--- src/rtl/motor_seq_pkg.sv ---
// Shared types, default timing constants and helpers for the motor start sequencer.
// Pure declarations: no latency or flow control of its own.
package motor_seq_pkg;

  typedef enum logic [3:0] {
    IDLE,
    PULSE,
    S0,
    S1,
    S10,
    GWAIT,
    RUN,
    COOL,
    FAULT
  } state_t;

  localparam int DEF_Y_WIN     = 2;
  localparam int DEF_X_WIN     = 16;
  localparam int DEF_COOL_CYC  = 4;
  localparam int DEF_MAX_RETRY = 3;

  // Widest window minus one must fit; the counter saturates at all-ones.
  function automatic int tmr_width(input int a, input int b, input int c);
    int m;
    m = a;
    if (b > m) m = b;
    if (c > m) m = c;
    return (m < 2) ? 1 : $clog2(m);
  endfunction

  function automatic logic is_search(input state_t s);
    return (s == S0) || (s == S1) || (s == S10);
  endfunction

endpackage

--- src/rtl/motor_seq_timer.sv ---
// Loadable, clearable saturating up-counter with terminal-count compare; tc is combinational from cnt.
// One-cycle update latency; no flow control, counts whenever inc is high.
module motor_seq_timer #(
  parameter int W = 4
) (
  input  logic         clk,
  input  logic         reset,
  input  logic         clr,
  input  logic         inc,
  input  logic         load,
  input  logic [W-1:0] load_val,
  input  logic [W-1:0] tc_val,
  output logic         tc
);

  logic [W-1:0] cnt;

  always_ff @(posedge clk) begin
    if (reset || clr) begin
      cnt <= '0;
    end else if (load) begin
      cnt <= load_val;
    end else if (inc && (cnt != '1)) begin
      cnt <= cnt + 1'b1;
    end
  end

  assign tc = (cnt == tc_val);

endmodule

--- src/rtl/motor_start_sequencer.sv ---
// Retrying motor start controller: f pulse, 1-0-1 search on x, g while waiting for y, cooldown/retry, fault.
// Outputs are registered decodes of the next state (one-cycle latency from inputs); no backpressure.
module motor_start_sequencer
  import motor_seq_pkg::*;
#(
  parameter int  Y_WIN     = DEF_Y_WIN,
  parameter int  X_WIN     = DEF_X_WIN,
  parameter int  COOL_CYC  = DEF_COOL_CYC,
  parameter int  MAX_RETRY = DEF_MAX_RETRY,
  localparam int RW        = (MAX_RETRY > 0) ? $clog2(MAX_RETRY + 1) : 1
) (
  input  logic          clk,
  input  logic          reset,
  input  logic          start_req,
  input  logic          stop_req,
  input  logic          fault_clr,
  input  logic          x,
  input  logic          y,
  output logic          f,
  output logic          g,
  output logic          running,
  output logic          fault,
  output logic [RW-1:0] retry_cnt
);

  localparam int TW = tmr_width(X_WIN, Y_WIN, COOL_CYC);

  state_t        state;
  state_t        nxt;
  logic [RW-1:0] retry_nxt;
  logic [TW-1:0] tc_val;
  logic          tmr_tc;
  logic          tmr_clr;
  logic          fail;

  always_comb begin
    tc_val = '0;
    case (state)
      S0, S1, S10: tc_val = TW'(X_WIN - 1);
      GWAIT:       tc_val = TW'(Y_WIN - 1);
      COOL:        tc_val = TW'(COOL_CYC - 1);
      default:     tc_val = '0;
    endcase
  end

  always_comb begin
    nxt       = state;
    retry_nxt = retry_cnt;
    fail      = 1'b0;
    case (state)
      IDLE: begin
        if (start_req) begin
          nxt       = PULSE;
          retry_nxt = '0;
        end
      end
      PULSE: nxt = S0;
      S0: begin
        if (tmr_tc) fail = 1'b1;
        else        nxt  = x ? S1 : S0;
      end
      S1: begin
        if (tmr_tc) fail = 1'b1;
        else        nxt  = x ? S1 : S10;
      end
      // A match on the last window cycle wins over the timeout.
      S10: begin
        if (x)           nxt  = GWAIT;
        else if (tmr_tc) fail = 1'b1;
        else             nxt  = S0;
      end
      GWAIT: begin
        if (y)           nxt  = RUN;
        else if (tmr_tc) fail = 1'b1;
      end
      RUN:  nxt = RUN;
      COOL: begin
        if (tmr_tc) nxt = PULSE;
      end
      FAULT: begin
        if (fault_clr) nxt = IDLE;
      end
      default: nxt = IDLE;
    endcase

    if (fail) begin
      if (retry_cnt == RW'(MAX_RETRY)) begin
        nxt = FAULT;
      end else begin
        nxt       = COOL;
        retry_nxt = retry_cnt + 1'b1;
      end
    end

    if (stop_req && (state != IDLE) && (state != FAULT)) begin
      nxt       = IDLE;
      retry_nxt = retry_cnt;
    end
  end

  // The search states share one window, so moving between them keeps the timer running.
  assign tmr_clr = (nxt != state) && !(is_search(nxt) && is_search(state));

  motor_seq_timer #(
    .W(TW)
  ) u_timer (
    .clk     (clk),
    .reset   (reset),
    .clr     (tmr_clr),
    .inc     (1'b1),
    .load    (1'b0),
    .load_val({TW{1'b0}}),
    .tc_val  (tc_val),
    .tc      (tmr_tc)
  );

  always_ff @(posedge clk) begin
    if (reset) begin
      state     <= IDLE;
      retry_cnt <= '0;
      f         <= 1'b0;
      g         <= 1'b0;
      running   <= 1'b0;
      fault     <= 1'b0;
    end else begin
      state     <= nxt;
      retry_cnt <= retry_nxt;
      f         <= (nxt == PULSE);
      g         <= (nxt == GWAIT) || (nxt == RUN);
      running   <= (nxt == RUN);
      fault     <= (nxt == FAULT);
    end
  end

endmodule
--- config.mk ---
export PLATFORM = sky130hd
export DESIGN_NAME = motor_start_sequencer
export DESIGN_NICKNAME = d
export VERILOG_FILES = /design/src/rtl/motor_seq_pkg.sv /design/src/rtl/motor_seq_timer.sv /design/src/rtl/motor_start_sequencer.sv
export SDC_FILE = /design/constraint.sdc
export NUM_CORES = 1
export LEC_CHECK = 0
export ABC_AREA = 0
export CORE_MARGIN = 8
export CORE_UTILIZATION = 59
export DETAILED_ROUTE_END_ITERATION = 16
export PLACE_DENSITY_LB_ADDON = 0.15
export SYNTH_ARGS = -nofsm -noshare
export SYNTH_HDL_FRONTEND = slang
export SYNTH_SLANG_ARGS = --single-unit
--- constraint.sdc ---
create_clock -name clk -period 5.53 [get_ports clk]
set_input_delay 0.553 -clock clk [delete_from_list [all_inputs] [get_ports clk]]
set_output_delay 0.553 -clock clk [all_outputs]
set_load 0.1 [all_outputs]
* Yosys cells after proc, flatten, opt, wreduce, memory -nomap -nowiden
Index checks and enable logic that the tools add are counted.
** Storage, ports and cells
- Output and inout port bits :: 6
- Bits of input ports :: 7
- Register bits :: 14
- Logic and storage cells :: 67
** Operators by class
- Reductions and logical operators :: 15
- Add/sub/neg operators :: 2
- Equal/unequal tests :: 20
- Muxes and demuxes :: 23
** Operators by type and width (count)
- $mux 4 :: 11
- $pmux 4 s9 :: 1
- $eq 4x3->1 const B :: 7
- $eq 4x2->1 const B :: 4
- $pmux 4 s3 :: 1
- $eq 4x1->1 const B :: 2
- $eq 4x4->1 const B :: 2
- $mux 2 :: 4
- $ne 4x4->1 const B :: 2
- $logic_or 1x1->1 :: 6
- $add 4x1->4 const B :: 1
- $eq 4x4->1 :: 1
- $logic_and 1x1->1 :: 4
- $logic_not 4->1 :: 1
- $mux 1 :: 4
- $ne 4x4->1 :: 1
- $reduce_bool 4->1 :: 1
- $mux 3 :: 1
- $pmux 1 s3 :: 1
- $reduce_or 3->1 :: 1
- $add 2x1->2 const B :: 1
- $eq 2x2->1 const B :: 1
- $reduce_or 2->1 :: 1
- $logic_not 1->1 :: 1

* Longest topological paths before layout
- Depth after elaboration :: 16
- Mapped depth :: 9
- Gate-level depth less buffers :: 7

* Cells and area by module
From an unflattened synthesis, not the netlist that was laid out.
** Second synthesis, totals
- Cell total of the unflattened synthesis :: 130
- Area, all modules :: 1077.3 um2
** Modules (own cells, without submodules)
- motor_start_sequencer :: cells an instance 97, sequential area each 200.2 um2, area an instance 804.5 um2, instances 1
- motor_seq_timer :: cells an instance 33, sequential area each 80.1 um2, area an instance 272.8 um2, instances 1

* Worst setup path after synthesis
Ideal clock, no wire load.
- Path type :: reg2reg
- From :: register state[2]
- To :: register u_timer.cnt[0]
- Library setup time :: 130 ps
- Data required time :: 5400 ps
- Clock period less this slack :: 2210 ps
- Arrival :: 2080 ps
- Buffers on the path :: 1
- Stages on the path, launching flop included :: 9
- Path slack :: 3320 ps
- Path through :: dfxtp_1 > buf_6 > or3b_1 > a211oi_2 > o32ai_1 > o211a_1 > or2_1 > o2111ai_2 > o32ai_1
** On the way
- Longest elaborated chain between the ends :: 16
- Elaborated cells between the ends (all ways) :: 44
- Those cells by class :: 14 x eq/ne; 16 x mux; 14 x reduce/logical
** Ends and longest elaborated chain
- start, declared :: RTL line motor_start_sequencer.sv:28 : state_t state;
- start signal, assigned :: RTL line motor_start_sequencer.sv:126 : state <= nxt;
- $eq 4x2->1 / $eq 4x3->1 (equally long branches) :: RTL line motor_seq_pkg.sv:32, motor_start_sequencer.sv:38, motor_start_sequencer.sv:50
- $reduce_or 3->1 :: RTL line motor_start_sequencer.sv:38 : case (state)
- $pmux 4 s3 :: RTL line motor_start_sequencer.sv:38
- $eq 4x4->1 :: RTL line motor_seq_timer.sv:28 : assign tc = (cnt == tc_val);
- $mux 4 / $mux 1 (equally long branches) :: RTL line motor_start_sequencer.sv:69, motor_start_sequencer.sv:59, motor_start_sequencer.sv:63
- $mux 4 (tied with other cells) :: RTL line motor_start_sequencer.sv:68 : if (x) nxt = GWAIT;
- $pmux 4 s9 / $pmux 1 s3 (equally long branches) :: RTL line motor_start_sequencer.sv:50 : case (state)
- $mux 4 :: RTL line motor_start_sequencer.sv:86 : if (fail) begin
- $mux 4 :: RTL line motor_start_sequencer.sv:95 : if (stop_req && (state != IDLE) && (state != FAULT)) begin
- $eq 4x2->1 :: RTL line motor_seq_pkg.sv:32 : return (s == S0) || (s == S1) || (s == S10);
- $logic_or 1x1->1 (2 in series) :: RTL line motor_seq_pkg.sv:32
- $logic_and 1x1->1 :: RTL line motor_start_sequencer.sv:102 : assign tmr_clr = (nxt != state) && !(is_search(nxt) && is_search(state));
- $logic_not 1->1 :: RTL line motor_start_sequencer.sv:102
- $logic_and 1x1->1 (*) :: RTL line motor_start_sequencer.sv:102
- $logic_or 1x1->1 (*) :: RTL line motor_seq_timer.sv:19 : if (reset || clr) begin
- end signal, assigned :: RTL line motor_seq_timer.sv:22 : cnt <= load_val;
- end signal, assigned :: RTL line motor_seq_timer.sv:24 : cnt <= cnt + 1'b1;
- end, declared :: RTL line motor_seq_timer.sv:16 : logic [W-1:0] cnt;
Every way passes the cells marked *; elsewhere a longest branch is shown, timed or not.
A chain may end at the register's enable or synchronous reset.

* Worst setup path in the final report
Same ends and word-level chain as after synthesis.

==> results.json <==
{
  "outcome": "finished clean",
  "fin_cells": 162,
  "core_area_sq_um": 1760,
  "gp_congestion": 0.883,
  "power-per-cell-area_nw_per_um2": 519,
  "cts_setup_buffers": 0,
  "cp_max_fo": 19,
  "power_leakage_nw": 0.451,
  "path_delay_family": "compound AO/OA/AOI/OAI gates",
  "clk_pin_slew_worst_paths_ps": 80,
  "antenna_found_initial": 0,
  "synth_cells": 130,
  "timing.fmax_ghz": 0.345,
  "layout.area.seq_sq_um": 280,
  "drt_iter0_drc": 37,
  "initial_core_util_pct": 63.5,
  "antennaDiodeCount": 0,
  "cts_resized": 0,
  "vias_per_cell": 6.59,
  "end_kind": "flop",
  "grt_pass1_vias": 950,
  "h-tree-depth": 1,
  "synth.area.top_cells": "dfxtp_1, mux2i_1, a21oi_1",
  "synth_warnings": 0,
  "cts-root-buf": "clkbuf_4",
  "clockBufferDepth": 2,
  "synth_sequential_area_ratio_pct": 25.0,
  "synthArstFlopShare_pct": 0,
  "hp-class": "reg -> reg",
  "tightest_slew_ps": 986,
  "clock_latency_ps": 280,
  "yosys-top-cells-count": "dfxtp_1, nand2_1, a21oi_1, nor2_1, o21ai_0",
  "slew_viol_final": 0,
  "syn_area_per_cell_sq_um": 8.62,
  "grt_max_degree": 21,
  "multi_input_area_sq_um": 774,
  "die_h_microns": 59.6,
  "slowest_delay_ps": 660,
  "critPathBufInv": 0,
  "area_delta_synth_final_pct": 11.5,
  "cp_data_arrival_time_ps": 3080,
  "path_cells": "or3b_1 > a211oi_2 > o32a_4 > mux2i_1 > a22oi_1 > o32ai_1",
  "fp.dieArea_sq_um": 3550,
  "synth-main-ff-cell": "dfxtp_1",
  "drive_gt1_share_pct": 13.9,
  "ys_ff_latch": 14,
  "numClockSinks": 14,
  "peakVddDrop_v": 0.000369,
  "synth_largest_area_cell": "dfxtp_1",
  "finalSetupViolations": 0,
  "rsz0062_at_grt": "no",
  "num_rows": 15,
  "synth.distinct_cells": 51,
  "dp.final_hpwl_microns": 2060,
  "clock_skew_ps": 1.31,
  "worstSetupPathType": "reg -> reg",
  "hold_viol": 0,
  "place_inst": 158,
  "vias": 1067,
  "fin_crit_sh_pct": 52.4,
  "drt-total-wl_microns": 2750,
  "cts_tree": "built",
  "syn-cell-area_sq_um": 1120,
  "first_pass_iters": 4,
  "synth_top_area_share_pct": 25.0,
  "crit_required_ps": 5710,
  "synth_most_common_cell": "dfxtp_1",
  "fin_setup_tns_ps": 0,
  "critPathLaunchType": "flop",
  "fillers": 146,
  "synth-edff-count": 0,
  "final_nets": 147,
  "drcViolationCount": 0,
  "place.port_buffers": 12,
  "fin_area_sq_um": 1250,
  "grt_overflow": 0,
  "numCtsBuffers": 3,
  "cts_hold_buf": 0,
  "placed_area_sq_um": 1210,
  "ios": 13,
  "max_slew_margin_pct": 34.1,
  "period_minus_slack_ps": 2900,
  "grt_pass1_wl_microns": 4260,
  "cp_slowest_cell": "dfxtp_1",
  "grt_usage_pct": 15.2,
  "maxCapViolations": 0,
  "syn-num-nets": 139,
  "ant_nets": 0,
  "die_x_microns": 59.6,
  "avgRoutedWirePerCell_microns": 17.0
}
==> worst reg2reg max path, stage by stage, from the launching register on <==
cell and delay, ps:
dfxtp_1 660, or3b_1 440, a211oi_2 360, o32a_4 260, mux2i_1 480, a22oi_1 270
o32ai_1 330
==> cells by family (layout without fill, tap and decap cells) <==
kind of cell / after synthesis / in the layout / synth area share, %
buf+inv: 11 / 18 / 5.91
simple gates: 52 / 52 / 29.5
fa+ha+maj: 2 / 2 / 2.23
mux: 5 / 5 / 4.46
xor+xnor: 2 / 2 / 1.56
flops: 14 / 14 / 25.0
compound gates: 44 / 44 / 31.4
==> per-layer routing <==
layer / GRT usage (%) / wire length, microns / up-vias
met5: 0 / 0 / -
met4: 8.16 / 52 / 0
met3: 2.60 / 149 / 9
met2: 25.9 / 1360 / 41
met1: 17.5 / 1200 / 497
li1: - / - / 520
==> flip-flops by register name, indices dropped and copies added (netlist names) <==
name / cells
f: 1
fault: 1
g: 1
retry_cnt: 2
running: 1
state: 4
u_timer.cnt: 4
==> layout by cell type, fill, tap and decap left out, types with 3 or more instances in the layout <==
cell	instances
nand2_1	10
a21oi_1	9
a31oi_1	3
a31o_2	4
clkdlybuf4s50_1	12
nor3_1	3
o32ai_1	5
clkbuf_4	3
nor2_1	9
mux2i_1	5
dfxtp_1	14
o21ai_0	7
==> power by group <==
part	leakage [nW]	total [mW]	internal (mW)	switching, mW
sequential	0.114	0.167	0.122	0.0450
combinational	0.316	0.410	0.157	0.253
clock	0.0210	0.0720	0.0401	0.0319
==> final timing paths <==
kind / from / slack (ps) / cells past startpoint / endpoint
setup reg to reg: state[2] / 2630 / 6 / u_timer.cnt[0]
hold / removal: retry_cnt[1] / 490 / 2 / retry_cnt[1]
setup / recovery: state[2] / 2630 / 6 / u_timer.cnt[0]
hold reg to reg: retry_cnt[1] / 490 / 2 / retry_cnt[1]
==> per-stage QoR <==
step / util [%] / power [mW] / hold WS (ps) / setup slack (ps)
2_1_floorplan: - / 0.497 / 622 / 3320
3_3_place_gp: 68.8 / 0.556 / 468 / 2830
3_5_place_dp: 68.8 / 0.567 / 474 / 2730
4_1_cts: 70.9 / 0.642 / 492 / 2710
5_1_grt: 70.9 / 0.684 / 515 / 2520
6_report: 70.9 / 0.649 / 494 / 2630
==> cell type report <==
| class | count | area share (%) |
|---|---|---|
| clock buffers | 4 | 2.90 |
| repair buffers | 12 | 9.61 |
| well taps | 25 | 2.50 |
| flip-flops and latches | 14 | 22.4 |
| multi-input cells | 105 | 62.0 |
| inverters | 2 | 0.601 |
Power figures use the tool's default switching activity.
==> patch 1 (config.mk and constraints unchanged) <==
The 9 states of `state_t` get a one-hot encoding in 9 bits.
--- a/src/rtl/motor_seq_pkg.sv
+++ b/src/rtl/motor_seq_pkg.sv
@@ -2,16 +2,16 @@
 // Pure declarations: no latency or flow control of its own.
 package motor_seq_pkg;
 
-  typedef enum logic [3:0] {
-    IDLE,
-    PULSE,
-    S0,
-    S1,
-    S10,
-    GWAIT,
-    RUN,
-    COOL,
-    FAULT
+  typedef enum logic [8:0] {
+    IDLE  = 9'b000000001,
+    PULSE = 9'b000000010,
+    S0    = 9'b000000100,
+    S1    = 9'b000001000,
+    S10   = 9'b000010000,
+    GWAIT = 9'b000100000,
+    RUN   = 9'b001000000,
+    COOL  = 9'b010000000,
+    FAULT = 9'b100000000
   } state_t;
 
   localparam int DEF_Y_WIN     = 2;
Function: no difference found for any inputs over 10 cycles, from zero or initial values and one cycle with reset high; not proved beyond that.
==> patch 1 against the original RTL <==
Critical path depth increased by 3; power fell by 43%; count of clock-buffer cells in the layout decreased by 1; final cell count rose by 34%; wire length grew 42%; utilization is 5.4 points lower; worst setup slack got worse by 0.39 ns; worst hold slack improved by 0.0080 ns; via count rose by 36%; sequential power down 5%; sequential cell count is 5 higher; cell area rose by 27%; synthesized cell count up 42%; synthesized area is 32% higher; critical endpoint is now u_timer.cnt[1]$_SDFFE_PP0P_; largest power group is now registers.
==> patch 1: results (changes against the original RTL) <==
[detailed_routing]
wl_met2_microns=1820  ; +34%
num_vias=1452  ; +36%
firstDrtPassIters=6  ; +2
wl_met3_microns=355  ; +140%
wl_met1_microns=1680  ; +41%
drtIter0Drc=143  ; +290%

[placement]
place_area_sq_um=1570  ; +29%
globalplace.congestion=0.944  ; +6.9%
hpwl_microns=2890  ; +40%
place_ws_ns=2.28  ; -0.447 ns

[clock_tree]
clk_latency_ns=0.32  ; +0.04 ns
cts.sinks=19  ; +5
cts.clk_slew.worst_paths_ns=0.12  ; +0.04 ns

[grt]
grt_usage_pct=18.7  ; +3.5 points
globalRouteMet3Util_pct=3.90  ; +1.3 points
grt_use_met2_pct=28.4  ; +2.5 points
grt_pass1_wl_microns=6550  ; +54%
grt_pass1_vias=1323  ; +39%
grtUsageMet1_pct=25.3  ; +7.8 points
grt_max_degree=15  ; -29%

[hold_path]
hold_class=reg2reg

[power]
power_density_nw_per_um2=234  ; -55%
p_int_mw=0.229  ; -28%
clockPowerShare_pct=20.7  ; +9.6 points
comb_power_share_pct=37.0  ; -26 points
ir_drop_uv=193  ; -48%

[die]
dieWidth_microns=66.0  ; +11%

[layout]
final_layout_size_suffix_gt1_share_pct=7.49  ; -6.4 points
syn_to_final_growth_pct=7.79
clockBufferCount=3  ; -1
seq-cell-share_pct=23.9  ; +1.5 points
nets=197  ; +34%
fillers=196  ; +34%
clk_share_pct=1.73  ; -1.2 points
fin_cells=217  ; +34%
nNonClkInverters=4  ; +2
multiInputGateArea_sq_um=1010  ; +31%
multi_input_gates=148  ; +41%
non_clock_buffer_area_share_pct=7.54  ; -2.1 points

[synthesis]
synthAdderAreaFrac_pct=1.69  ; -0.54 points
ys_top_cells_by_count=19 x dfxtp_1, 17 x nor2_1, 11 x nand2_1, 11 x nor3_1, 9 x nand3_1
synth_area_per_cell_sq_um=7.99  ; -7.4%
synth_cell_types=55  ; +7.8%
synth_compound_area_share_pct=23.3  ; -8.1 points
synth_xor_area_share_pct=2.37  ; +0.81 points
ys_top_cells_by_area=dfxtp_1 26%, nor2_1 4.3%, nor3_1 3.7%
synth_seq_area_share_pct=25.7  ; +0.74 points
synthMuxAreaShare_pct=2.96  ; -1.5 points

[critical_path]
path_max_fanout=11  ; -8
ff2ff_setup_slack_ns=2.24  ; -0.39 ns
worstPathArrival_ns=3.49  ; +0.41 ns
ff2ff_path_depth=9  ; +3
r2r_end=u_timer.cnt[1]$_SDFFE_PP0P_

[sta]
setup_viol=0  ; unchanged
timing.hold.ws_ns=0.502  ; +0.00795 ns
slew_headroom_pct=34.8  ; +0.68 points
fin_ws_ns=2.24  ; -0.389 ns
fin_skew_ns=0.00995  ; +0.00864 ns

[run_status]
status=complete, no violations

==> patch 1: cell count changes after synthesis, sizes merged, moves of 3 or more <==
| cell | unedited run | this run |
|---|---|---|
| nor4 | 3 | 8 |
| dfxtp | 14 | 19 |
| or3b | 3 | 0 |
| nand4 | 0 | 5 |
| nand3 | 2 | 9 |
| nor3 | 5 | 11 |
| a31o | 4 | 0 |
| buf | 5 | 8 |
| nor2 | 9 | 17 |
| o32ai | 5 | 0 |
==> patch 1: critical path: stages (launching register included) <==
cell and delay [ns]:
dfxtp_1 0.61, or2_1 0.39, mux2i_2 0.21, a211o_1 0.37, a32oi_4 0.34, nor4b_4 0.53
nor4b_1 0.13, a211o_1 0.30, a21oi_2 0.20, nor3_1 0.08
==> patch 1: how the worst min path moves through the flow <==
stage                                      from                     endpoint  cells past startpoint
floorplan           u_timer.cnt[1]$_SDFFE_PP0P_  u_timer.cnt[1]$_SDFFE_PP0P_                      2
global placement      retry_cnt[1]$_SDFFE_PP0N_    retry_cnt[1]$_SDFFE_PP0N_                      2
detailed placement    retry_cnt[1]$_SDFFE_PP0N_    retry_cnt[1]$_SDFFE_PP0N_                      2
CTS                   retry_cnt[1]$_SDFFE_PP0N_    retry_cnt[1]$_SDFFE_PP0N_                      2
global route          retry_cnt[1]$_SDFFE_PP0N_    retry_cnt[1]$_SDFFE_PP0N_                      2
finish                retry_cnt[1]$_SDFFE_PP0N_    retry_cnt[1]$_SDFFE_PP0N_                      2
==> patch 1: cells by family (layout without fill, tap and decap cells) <==
| logic type | Yosys count | after routing |
|---|---|---|
| AOI/OAI and AO/OA | 44 | 44 |
| xor gates and xnor gates | 4 | 4 |
| adders and majority gates | 2 | 2 |
| buffers and inverters | 18 | 20 |
| DFF | 19 | 19 |
| muxes | 4 | 4 |
| and+or+nand+nor | 94 | 94 |
==> patch 2 (same flow settings) <==
Made on the original files. Change the package constant `DEF_COOL_CYC` from 4 to 8.
--- a/src/rtl/motor_seq_pkg.sv
+++ b/src/rtl/motor_seq_pkg.sv
@@ -16,7 +16,7 @@
 
   localparam int DEF_Y_WIN     = 2;
   localparam int DEF_X_WIN     = 16;
-  localparam int DEF_COOL_CYC  = 4;
+  localparam int DEF_COOL_CYC  = 8;
   localparam int DEF_MAX_RETRY = 3;
 
   // Widest window minus one must fit; the counter saturates at all-ones.
Formal check against the unedited RTL: same outputs for any inputs over 10 cycles, from zero or initial values and one cycle with reset high; that may be too few to reach the edited logic, so the function may still have changed.
==> patch 2 against the original RTL <==
Wire length is 25% higher; count of clock-buffer cells in the layout stayed put; die area up 11%; combinational power shrank 1%; power decreased by 0.97%; maximum frequency down 16%; cell area grew 14%; largest cell class unchanged; worst setup slack lost 0.56 ns; critical path type unchanged; clock power grew 1%; worst hold slack improved by 0.078 ns; synthesized area up 15%; sequential cell count is the same; global-route usage up 2.2 points.
==> patch 2: results (changes against the original RTL) <==
[run_status]
status=complete, no violations

[grt]
grt_usage_pct=17.4  ; +2.2 points
grt_pass1_vias=1306  ; +37%
grt_max_degree=21  ; unchanged
grt_pass1_wl_microns=5860  ; +38%
antenna_found_initial=0  ; unchanged

[critical_path]
path_max_fanout=18  ; -1
worstPathArrival_ns=3.66  ; +0.58 ns
setup.worst_path.start=state[2]$_SDFF_PP0_

[sta]
slew_headroom_pct=34.8  ; +0.68 points
finalMaxSlewViolations=0  ; unchanged
fin_skew_ns=0.00884  ; +0.00753 ns

[detailed_routing]
avgViaCountPerCell=6.57  ; -0.28%
finalWirelength_microns=3440  ; +25%
wl_per_cell_microns=16.7  ; -1.6%
firstDrtPassIters=4  ; unchanged
drtIter0Drc=71  ; +92%

[layout]
final_layout_size_suffix_gt1_share_pct=7.30  ; -6.6 points
nets=188  ; +28%
fillers=183  ; +25%
antenna_cells=0  ; unchanged
largestRegisters=state (4), u_timer.cnt (4), retry_cnt (2)

[clock_tree]
cts.clk_slew.worst_paths_ns=0.09
cts-root-buf=clkbuf_4
cts_buffers=3  ; unchanged
clk_latency_ns=0.28  ; about the same
htree_levels=1  ; unchanged
post_cts_resized=0  ; unchanged
clock_path_buffers=2  ; unchanged

[power]
ir_drop_uv=396  ; +7.3%
clockPowerShare_pct=11.3  ; +0.2 points
leakagePower_nw=0.525  ; +16%
pg_comb_mw=0.406  ; -1%
p_int_mw=0.318  ; -0.32%

[synthesis]
synthMuxAreaShare_pct=3.99  ; -0.47 points
synth_top_cell_by_area=dfxtp_1
syn-num-nets=181  ; +30%
synth_compound_area_share_pct=31.5  ; +0.19 points
synth_seq_area_share_pct=21.8  ; -3.2 points
async_flop_share_pct=0  ; unchanged
synth_area_per_cell_sq_um=7.47  ; -13%
synth_xor_area_share_pct=2.04  ; +0.48 points
yosysWarnings=0  ; unchanged
synth_cell_types=58  ; +14%
ys_top_cells_by_count=15 x nand2_1, 14 x dfxtp_1, 14 x nor2_1, 9 x inv_1, 8 x nand3_1
synth-main-ff-cell=dfxtp_1
synthAdderAreaFrac_pct=1.95  ; -0.28 points
ys_top_cells_by_area=dfxtp_1 22%, nand2_1 4.4%, nor2_1 4.1%

[hold_path]
hp-start=retry_cnt[0]$_SDFFE_PP0N_
hold_class=reg2reg

[placement]
hpwl_microns=2560  ; +24%
dp.cells=202  ; +28%
globalplace.congestion=0.909  ; +2.9%
portBuffers=12  ; unchanged

patch 2: final cells by class:
| type | instances | share of cell area (%) |
|---|---|---|
| multi-input combinational | 139 | 64.6 |
| sequential | 14 | 19.6 |
| timing repair buffer | 12 | 8.42 |
| clock buffer | 4 | 2.54 |
| tap | 28 | 2.46 |
| inverter | 9 | 2.37 |
patch 2: worst max-delay path, stage by stage (launching register included):
cell and delay (ns):
dfxtp_1 0.69, or3b_1 0.45, a311oi_2 0.80, o211ai_1 0.18
a2111oi_2 0.42, or4_1 0.20, nand2_1 0.07, a221o_2 0.43
o21ai_1 0.14
patch 2: logic make-up after synthesis:
group | Yosys count
AO/OA/AOI/OAI | 53
flip-flops | 14
buffers and inverters | 19
adder cells (fa/ha/maj) | 2
AND/OR/NAND/NOR | 76
multiplexers | 5
XOR/XNOR | 3
patch 2: layer usage:
layer / vias up / share of wire (%) / global-route usage, %
li1: 660 / - / -
met1: 628 / 43 / 22.4
met2: 63 / 49 / 27.9
met3: 2 / 8.2 / 4.30
met4: 0 / 0.087 / 4.84
met5: - / 0 / 0
patch 2: final timing paths:
check | to | cells past startpoint | slack [ns]
hold / removal | retry_cnt[0]$_SDFFE_PP0N_ | 3 | 0.57
hold reg to reg | retry_cnt[0]$_SDFFE_PP0N_ | 3 | 0.57
setup / recovery | u_timer.cnt[0]$_SDFFE_PP0P_ | 8 | 2.08
setup reg to reg | u_timer.cnt[0]$_SDFFE_PP0P_ | 8 | 2.08
patch 2: through the flow:
step	setup slack (ns)	area [sq um]	total power, mW
after detailed placement	2.15	1390	0.564
after global routing	1.85	1430	0.693
after floorplan	3.03	1280	0.484
after CTS	2.13	1430	0.640
after global placement	2.30	1390	0.553
final	2.08	1430	0.643
